===== src/rtl/mux4_sel_arbiter.sv =====
// mux4_sel_arbiter: round-robin arbiter sharing one 4:1 W-bit select path among four requesters
// Ports:
//   clk       rising-edge clock
//   rst_n     asynchronous active-low reset
//   req       level-sensitive request per requester
//   done      current grantee finished (only looked at while granted)
//   E0..E3    W-bit data from each requester
//   grant     registered one-hot grant
//   sel       index of current or last grantee
//   addr_out  data of the grantee, latched when the grant is issued
//   busy      high while a grant is held
//   timeout   one-cycle pulse when a tenure is cut off by the hold limit
module mux4_sel_arbiter #(
    parameter int W        = 5,
    parameter int HOLD_MAX = 15
) (
    input  logic         clk,
    input  logic         rst_n,
    input  logic [3:0]   req,
    input  logic         done,
    input  logic [W-1:0] E0,
    input  logic [W-1:0] E1,
    input  logic [W-1:0] E2,
    input  logic [W-1:0] E3,
    output logic [3:0]   grant,
    output logic [1:0]   sel,
    output logic [W-1:0] addr_out,
    output logic         busy,
    output logic         timeout
);
    typedef enum logic [1:0] {IDLE, GRANT, RELEASE} state_t;
    state_t       r_state;
    logic [7:0]   r_cnt;
    logic [1:0]   r_last;
    logic [1:0]   w_k;
    logic [W-1:0] w_data;
    logic         w_exit;
    // Scan from the furthest position back to the nearest so the nearest set bit after r_last wins.
    always_comb begin
        w_k = r_last;
        for (int i = 4; i >= 1; i--)
            if (req[r_last + 2'(i)]) w_k = r_last + 2'(i);
    end
    assign w_data = (w_k == 2'd0) ? E0 : (w_k == 2'd1) ? E1 : (w_k == 2'd2) ? E2 : E3;
    assign w_exit = done || !req[sel] || (r_cnt == 8'(HOLD_MAX - 1));
    always_ff @(posedge clk or negedge rst_n) begin
        if (!rst_n) begin
            r_state  <= IDLE;
            r_cnt    <= '0;
            r_last   <= 2'd3;
            grant    <= '0;
            sel      <= '0;
            addr_out <= '0;
            busy     <= 1'b0;
            timeout  <= 1'b0;
        end else begin
            timeout <= 1'b0;
            case (r_state)
                IDLE: if (|req) begin
                    r_state  <= GRANT;
                    grant    <= 4'b0001 << w_k;
                    sel      <= w_k;
                    addr_out <= w_data;
                    busy     <= 1'b1;
                    r_last   <= w_k;
                    r_cnt    <= '0;
                end
                GRANT: if (w_exit) begin
                    r_state <= RELEASE;
                    grant   <= '0;
                    busy    <= 1'b0;
                    // Only the hold limit raises timeout; done and withdrawal take precedence.
                    timeout <= !done && req[sel];
                end else begin
                    r_cnt <= (r_cnt == 8'hFF) ? r_cnt : r_cnt + 8'd1;
                end
                default: r_state <= IDLE;
            endcase
        end
    end
endmodule

===== config.mk =====
export PLATFORM = sky130hd
export DESIGN_NAME = mux4_sel_arbiter
export DESIGN_NICKNAME = d
export VERILOG_FILES = /design/src/rtl/mux4_sel_arbiter.sv
export SDC_FILE = /design/constraint.sdc
export NUM_CORES = 1
export LEC_CHECK = 0
export CAP_MARGIN = 20
export CORE_AREA = 2 2 60 74
export CTS_CLUSTER_SIZE = 12
export DETAILED_ROUTE_END_ITERATION = 12
export DIE_AREA = 0 0 62 76
export HOLD_SLACK_MARGIN = 0.08
export SETUP_SLACK_MARGIN = 0.05
export SKIP_LAST_GASP = 1
export SYNTH_ARGS = -nofsm -noshare
export SYNTH_HDL_FRONTEND = slang
export SYNTH_SLANG_ARGS = --single-unit

===== constraint.sdc =====
create_clock -name clk -period 4.1 [get_ports clk]
set_clock_uncertainty 0.05 [all_clocks]
set_input_delay 0.82 -clock clk [delete_from_list [all_inputs] [get_ports clk]]
set_output_delay 0.82 -clock clk [all_outputs]
set_load 0.02 [all_outputs]

==> results of run 1 <==
area by class of cell:
type                       instances  area (um^2)
clock buffer                       3        41.29
timing repair buffer              44        447.9
fill                             401         2150
sequential                        25        628.1
multi-input combinational        106        703.2
tap                               56        70.07
clock inverter                     1        7.507
inverter                           5        18.77
critical path, cell delays in order:
cell and delay (ns):
clkdlybuf4s50_1 0.55, nor2_1 0.09, a211o_1 0.49, nor4_2 0.86, a311oi_1 0.20
path summary, 6_finish.rpt:
kind,startpoint,endpoint,slack (ns),depth (start not counted)
min in group asynchronous,rst_n,addr_out[4],0.80,1
min,r_cnt[5],r_cnt[5],0.46,1
max,req[1],addr_out[1],1.16,5
min reg2reg,r_cnt[5],r_cnt[5],0.46,1
max reg2reg,r_last[0],addr_out[0],1.88,5
max in group asynchronous,rst_n,r_last[1],2.67,2
logic make-up after synthesis:
family          after synthesis  share of synthesized area
flops                        25                     0.4614
xor+xnor                      1                   0.006435
compound gates               41                     0.2224
buf+inv                       8                    0.02206
fa+ha+maj                     2                    0.01838
simple gates                 59                     0.2381
mux                           3                    0.03125
registers in the layout, indices dropped and copies added (netlist names):
| register | flops |
|---|---|
| r_cnt | 8 |
| addr_out | 5 |
| busy | 1 |
| r_last | 2 |
| r_state | 2 |
| timeout | 1 |
| sel | 2 |
| grant | 4 |
per-stage QoR:
stage	std cells	util	hold WS, ns
after floorplan	139	-	0.4113
final	240	0.4714	0.4649
after detailed placement	236	0.4594	0.4455
after global placement	235	0.4526	0.4334
after global routing	240	0.4714	0.4916
after CTS	240	0.4714	0.4664
where the power goes:
| group | leakage (nW) | switching [mW] | internal (mW) | total (mW) |
|---|---|---|---|---|
| Combinational | 0.425 | 0.334 | 0.277 | 0.611 |
| Sequential | 0.313 | 0.0670 | 0.333 | 0.400 |
| Clock | 0.0217 | 0.0780 | 0.0687 | 0.147 |
| Total | 0.760 | 0.479 | 0.679 | 1.16 |
cells in the final DEF, fill, tap and decap left out, drive strengths merged, types with 2 or more instances in the layout:
cell,instances
nor3,5
clkdlybuf4s50,39
o31a,5
a311oi,4
or4,2
buf,5
o31ai,2
dfrtp,23
o21ai,7
nand3,6
inv,5
a22o,2
dfstp,2
clkbuf,3
nand2b,5
a211oi,4
nor2,12
or3,2
a21oi,6
nand4,4
nand2,15
ha,2
mux2i,2
o32ai,2
layer usage:
metal  vias to the layer above  global-route usage
met5                         -                   0
met4                         0             0.03830
met3                         6             0.02377
met2                        54              0.2698
met1                       614              0.2196
li1                        626                   -
==> flow_summary.ini, run 1 <==
[global_route]
grt_first_pass_wirelength_um = 6037
grt.overflow.total = 0
antenna_found_initial = 0
grt_max_degree = 20
grt_use_total = 0.1635
grt_pass1_vias = 1317

[floorplanning]
row_count = 26
die_h_um = 76
ioPinCount = 40
coreArea_um2 = 4066
initial_core_util = 0.3348
dieArea_um2 = 4712
dieWidth_um = 62

[timing]
period_minus_slack_ns = 2.945
finalSetupTns_ns = 0
finalMaxSlewViolations = 0
rsz0062_at_grt = false
hold_viol_final = 0
layout_setup_ws_ns = 1.155
tightest_slew_ns = 0.9671
max_freq_mhz = 339.6
period_share = 0.7182
setup_viol = 0
max-slew-margin-rel = 0.3497

[power]
peakVddDrop_uv = 184.9
p_total_mw = 1.158
power_density_nw_per_um2 = 604.0
leakage_nw = 0.7596

[route]
vias_per_cell = 5.417
wl_met1_um = 1594
ant_nets = 0
via_count = 1300
drtIter0Drc = 71
route.met2.wl_um = 1805
wl_met3_um = 251
remaining_drc_errors = 0
wirelength_um = 3680
wl_per_cell_um = 15.33
top_layer = met4
drt_first_pass_iters = 4

[cts]
cts_resized = 0
clock_sinks = 25
clk_latency_ns = 0.27
cts_setup_buffers = 0
holdBufCountCts = 0
cts-root-buf = clkbuf_8
cts_tree = done
cts_buffers = 3
clkSlewWorstSetupHoldPaths_ns = 0.09
ctsLongestPathBuffers = 2
cts_max_level = 1

[worst_setup_path]
startpoint_type = input port
worstPathArrival_ns = 2.99
criticalPathCategory = input port to flip-flop
required_ns = 4.15
critPathCaptureType = flip-flop
path_max_fanout = 13

[final_layout]
final_area_um2 = 1917
drive_above_1_share = 0.09239
syn2layout_area_growth_pct = 40.81
antennaDiodeCount = 0
nNetsFinal = 214

[yosys]
yosysMostFrequentCell = dfrtp_1
synth-warning-count = 0
async_flop_share = 1.000
yosys.area.top_type = dfrtp_1
synth_ff_type = dfrtp_1
synth_common_cells = dfrtp_1, nand2_1, nor2_1
synth.distinct_cells = 43
synth_cells = 139
syn_avg_cell_area_um2 = 9.794
synthesis.nets = 168
synth_top_area_frac = 0.4228
synth_edf_count = 0
synth_area_um2 = 1361
synth_seq_area_share = 0.4614
synth_seq_cells = 25
yosys-top-cells-area = dfrtp_1, dfstp_2, nand2_1, nor2_1, o31a_1

[placement]
dp_hpwl_um = 2819
io_buffers = 39
gp_congestion = 0.9053
dp_worst_setup_slack_ns = 0.9077
dpl_cell_area_um2 = 1868

[status]
outcome = finished, final reports clean

[job]
cap_violations = 0

[worst_hold_path]
hold_class = flip-flop to flip-flop
Note: power is estimated with default switching activity, not from simulation.
==> inputs of run 2 (changes only) <==
==> constraint.sdc (replaced) <==
create_clock -name clk -period 2.9 [get_ports clk]
set_clock_uncertainty 0.05 [all_clocks]
set_input_delay 0.58 -clock clk [delete_from_list [all_inputs] [get_ports clk]]
set_output_delay 0.58 -clock clk [all_outputs]
set_load 0.02 [all_outputs]
==> run 2 against run 1 <==
  * Worst hold slack got worse by 0.015 ns
  * Die area stayed put
  * Sequential share of layout area fell by 0.36 points
  * Clock power increased by 39%
  * Wire length up 3.7%
  * Global-route usage up 0.51 points
  * Sequential cell count did not move
  * Cell count grew 2.5%
  * Sequential power rose by 40%
==> flow_summary.ini, run 2 (synthesized netlist as in run 1, its figures left out) <==
[status]
outcome = finished, final reports clean

[route]
wirelength_um = 3816
wl_per_cell_um = 15.51
via_count = 1327
drtIter0Drc = 68
remaining_drc_errors = 0
drt_first_pass_iters = 4
vias_per_cell = 5.394
ant_nets = 0

[worst_setup_path]
cpLargestDelayFamily = compound AO/OA/AOI/OAI gates
crit_slowest_cell = clkdlybuf4s50_1
worstPathArrival_ns = 2.51
required_ns = 2.99
critPathBufInv = 2
critPathCaptureType = flip-flop
criticalPathCategory = input port to flip-flop
startpoint_type = input port
path_cells = clkdlybuf4s50_1, nand2b_1, a21oi_1, nor3_1, buf_4, a211oi_1, a311oi_1
path_max_fanout = 9
cp_slowest_stage_delay_ns = 0.56

[cts]
cts_resized = 0
cts_buffers = 3
holdBufCountCts = 0
clkSlewWorstSetupHoldPaths_ns = 0.08
cts_setup_buffers = 0
clk_latency_ns = 0.26
ctsLongestPathBuffers = 2
cts_max_level = 1
clock_sinks = 25
cts-root-buf = clkbuf_8
cts_tree = done

[final_layout]
reg.largest.list = r_cnt x8, addr_out x5, grant x4
final_area_um2 = 1938
nNetsFinal = 220
utilization = 0.4766
drive_above_1_share = 0.1158
fillers = 392
multi_input_area_um2 = 703.2
final-seq-area_um2 = 628.1
layout_commonest_cell = clkdlybuf4s50_1
largest_reg_flops = 8
syn2layout_area_growth_pct = 42.37
largest_register = r_cnt
antennaDiodeCount = 0
final_cell_mix = clkdlybuf4s50_1, dfrtp_1, nand2_1

[timing]
finalSetupTns_ns = 0
max-slew-margin-rel = 0.5615
layout_setup_ws_ns = 0.4842
hold_viol_final = 0
max_freq_mhz = 413.9
period_share = 0.8330
finalMaxSlewViolations = 0
tightest_slew_ns = 0.6577
setup_viol = 0
period_minus_slack_ns = 2.416
rsz0062_at_grt = false

[power]
p_int_mw = 1.004
seq_power_share = 0.332
leakage_nw = 0.7825
p_comb_frac = 0.547
switching_share = 0.4064
peakVddDrop_uv = 254.5
power_density_nw_per_um2 = 873.0
p_clk_frac = 0.121
p_sw_mw = 0.6876

[global_route]
grt_pass1_vias = 1405
grt.overflow.total = 0
antenna_found_initial = 0
grt_first_pass_wirelength_um = 6134
grt_max_degree = 26
grt_use_total = 0.1686

[floorplanning]
ioPinCount = 40
coreArea_um2 = 4066
dieWidth_um = 62
initial_core_util = 0.3348
row_count = 26
dieArea_um2 = 4712
die_h_um = 76

[worst_hold_path]
hold_class = flip-flop to flip-flop

[job]
cap_violations = 0

[placement]
dp_worst_setup_slack_ns = 0.1860
gp_congestion = 0.9005
dp_hpwl_um = 2946
dpl_cell_area_um2 = 1893
io_buffers = 39
run 2: cell count changes in the layout (fill, tap and decap cells not counted), sizes merged:
cell      previous run  this run
clkbuf               3         4
clkinvlp             1         0
buf                  5        11
run 2: worst paths after layout:
check / startpoint / end / slack, ns / cells after the start
setup / recovery: req[3] / addr_out[4] / 0.48 / 7
hold / removal: grant[1] / grant[1] / 0.45 / 1
setup reg to reg: r_last[1] / addr_out[4] / 0.78 / 6
hold reg to reg: grant[1] / grant[1] / 0.45 / 1
max in group asynchronous: rst_n / r_last[1] / 1.87 / 2
min in group asynchronous: rst_n / addr_out[1] / 0.63 / 2
run 2: layer usage:
layer,global-route usage,share of wire,vias to the layer above
met5,0,0,-
met4,0.07234,0.018,0
met3,0.03056,0.069,8
met2,0.2865,0.51,50
met1,0.1974,0.40,636
li1,-,-,633
run 2: cell type report:
| cell class | count | share of cell area |
|---|---|---|
| multi-input combinational | 106 | 0.3628 |
| sequential | 25 | 0.3241 |
| timing repair buffer | 50 | 0.2440 |
| tap | 56 | 0.03615 |
| clock buffer | 4 | 0.02324 |
| inverter | 5 | 0.009684 |
run 2: power groups by stage:
stage | sequential (mW) | clock, mW | combinational, mW
after floorplan | 0.638 | 0 | 0.444
after global placement | 0.564 | 0 | 0.911
after detailed placement | 0.570 | 0 | 0.936
after CTS | 0.563 | 0.214 | 0.937
after global routing | 0.579 | 0.227 | 1.03
final | 0.561 | 0.204 | 0.926
run 2: metrics by stage:
stage / instances / hold slack, ns / power [mW]
detailed placement: 242 / 0.4352 / 1.505
global placement: 242 / 0.4320 / 1.475
floorplan: 139 / 0.2344 / 1.082
finish: 246 / 0.4504 / 1.692
global route: 246 / 0.4825 / 1.840
CTS: 246 / 0.4592 / 1.714
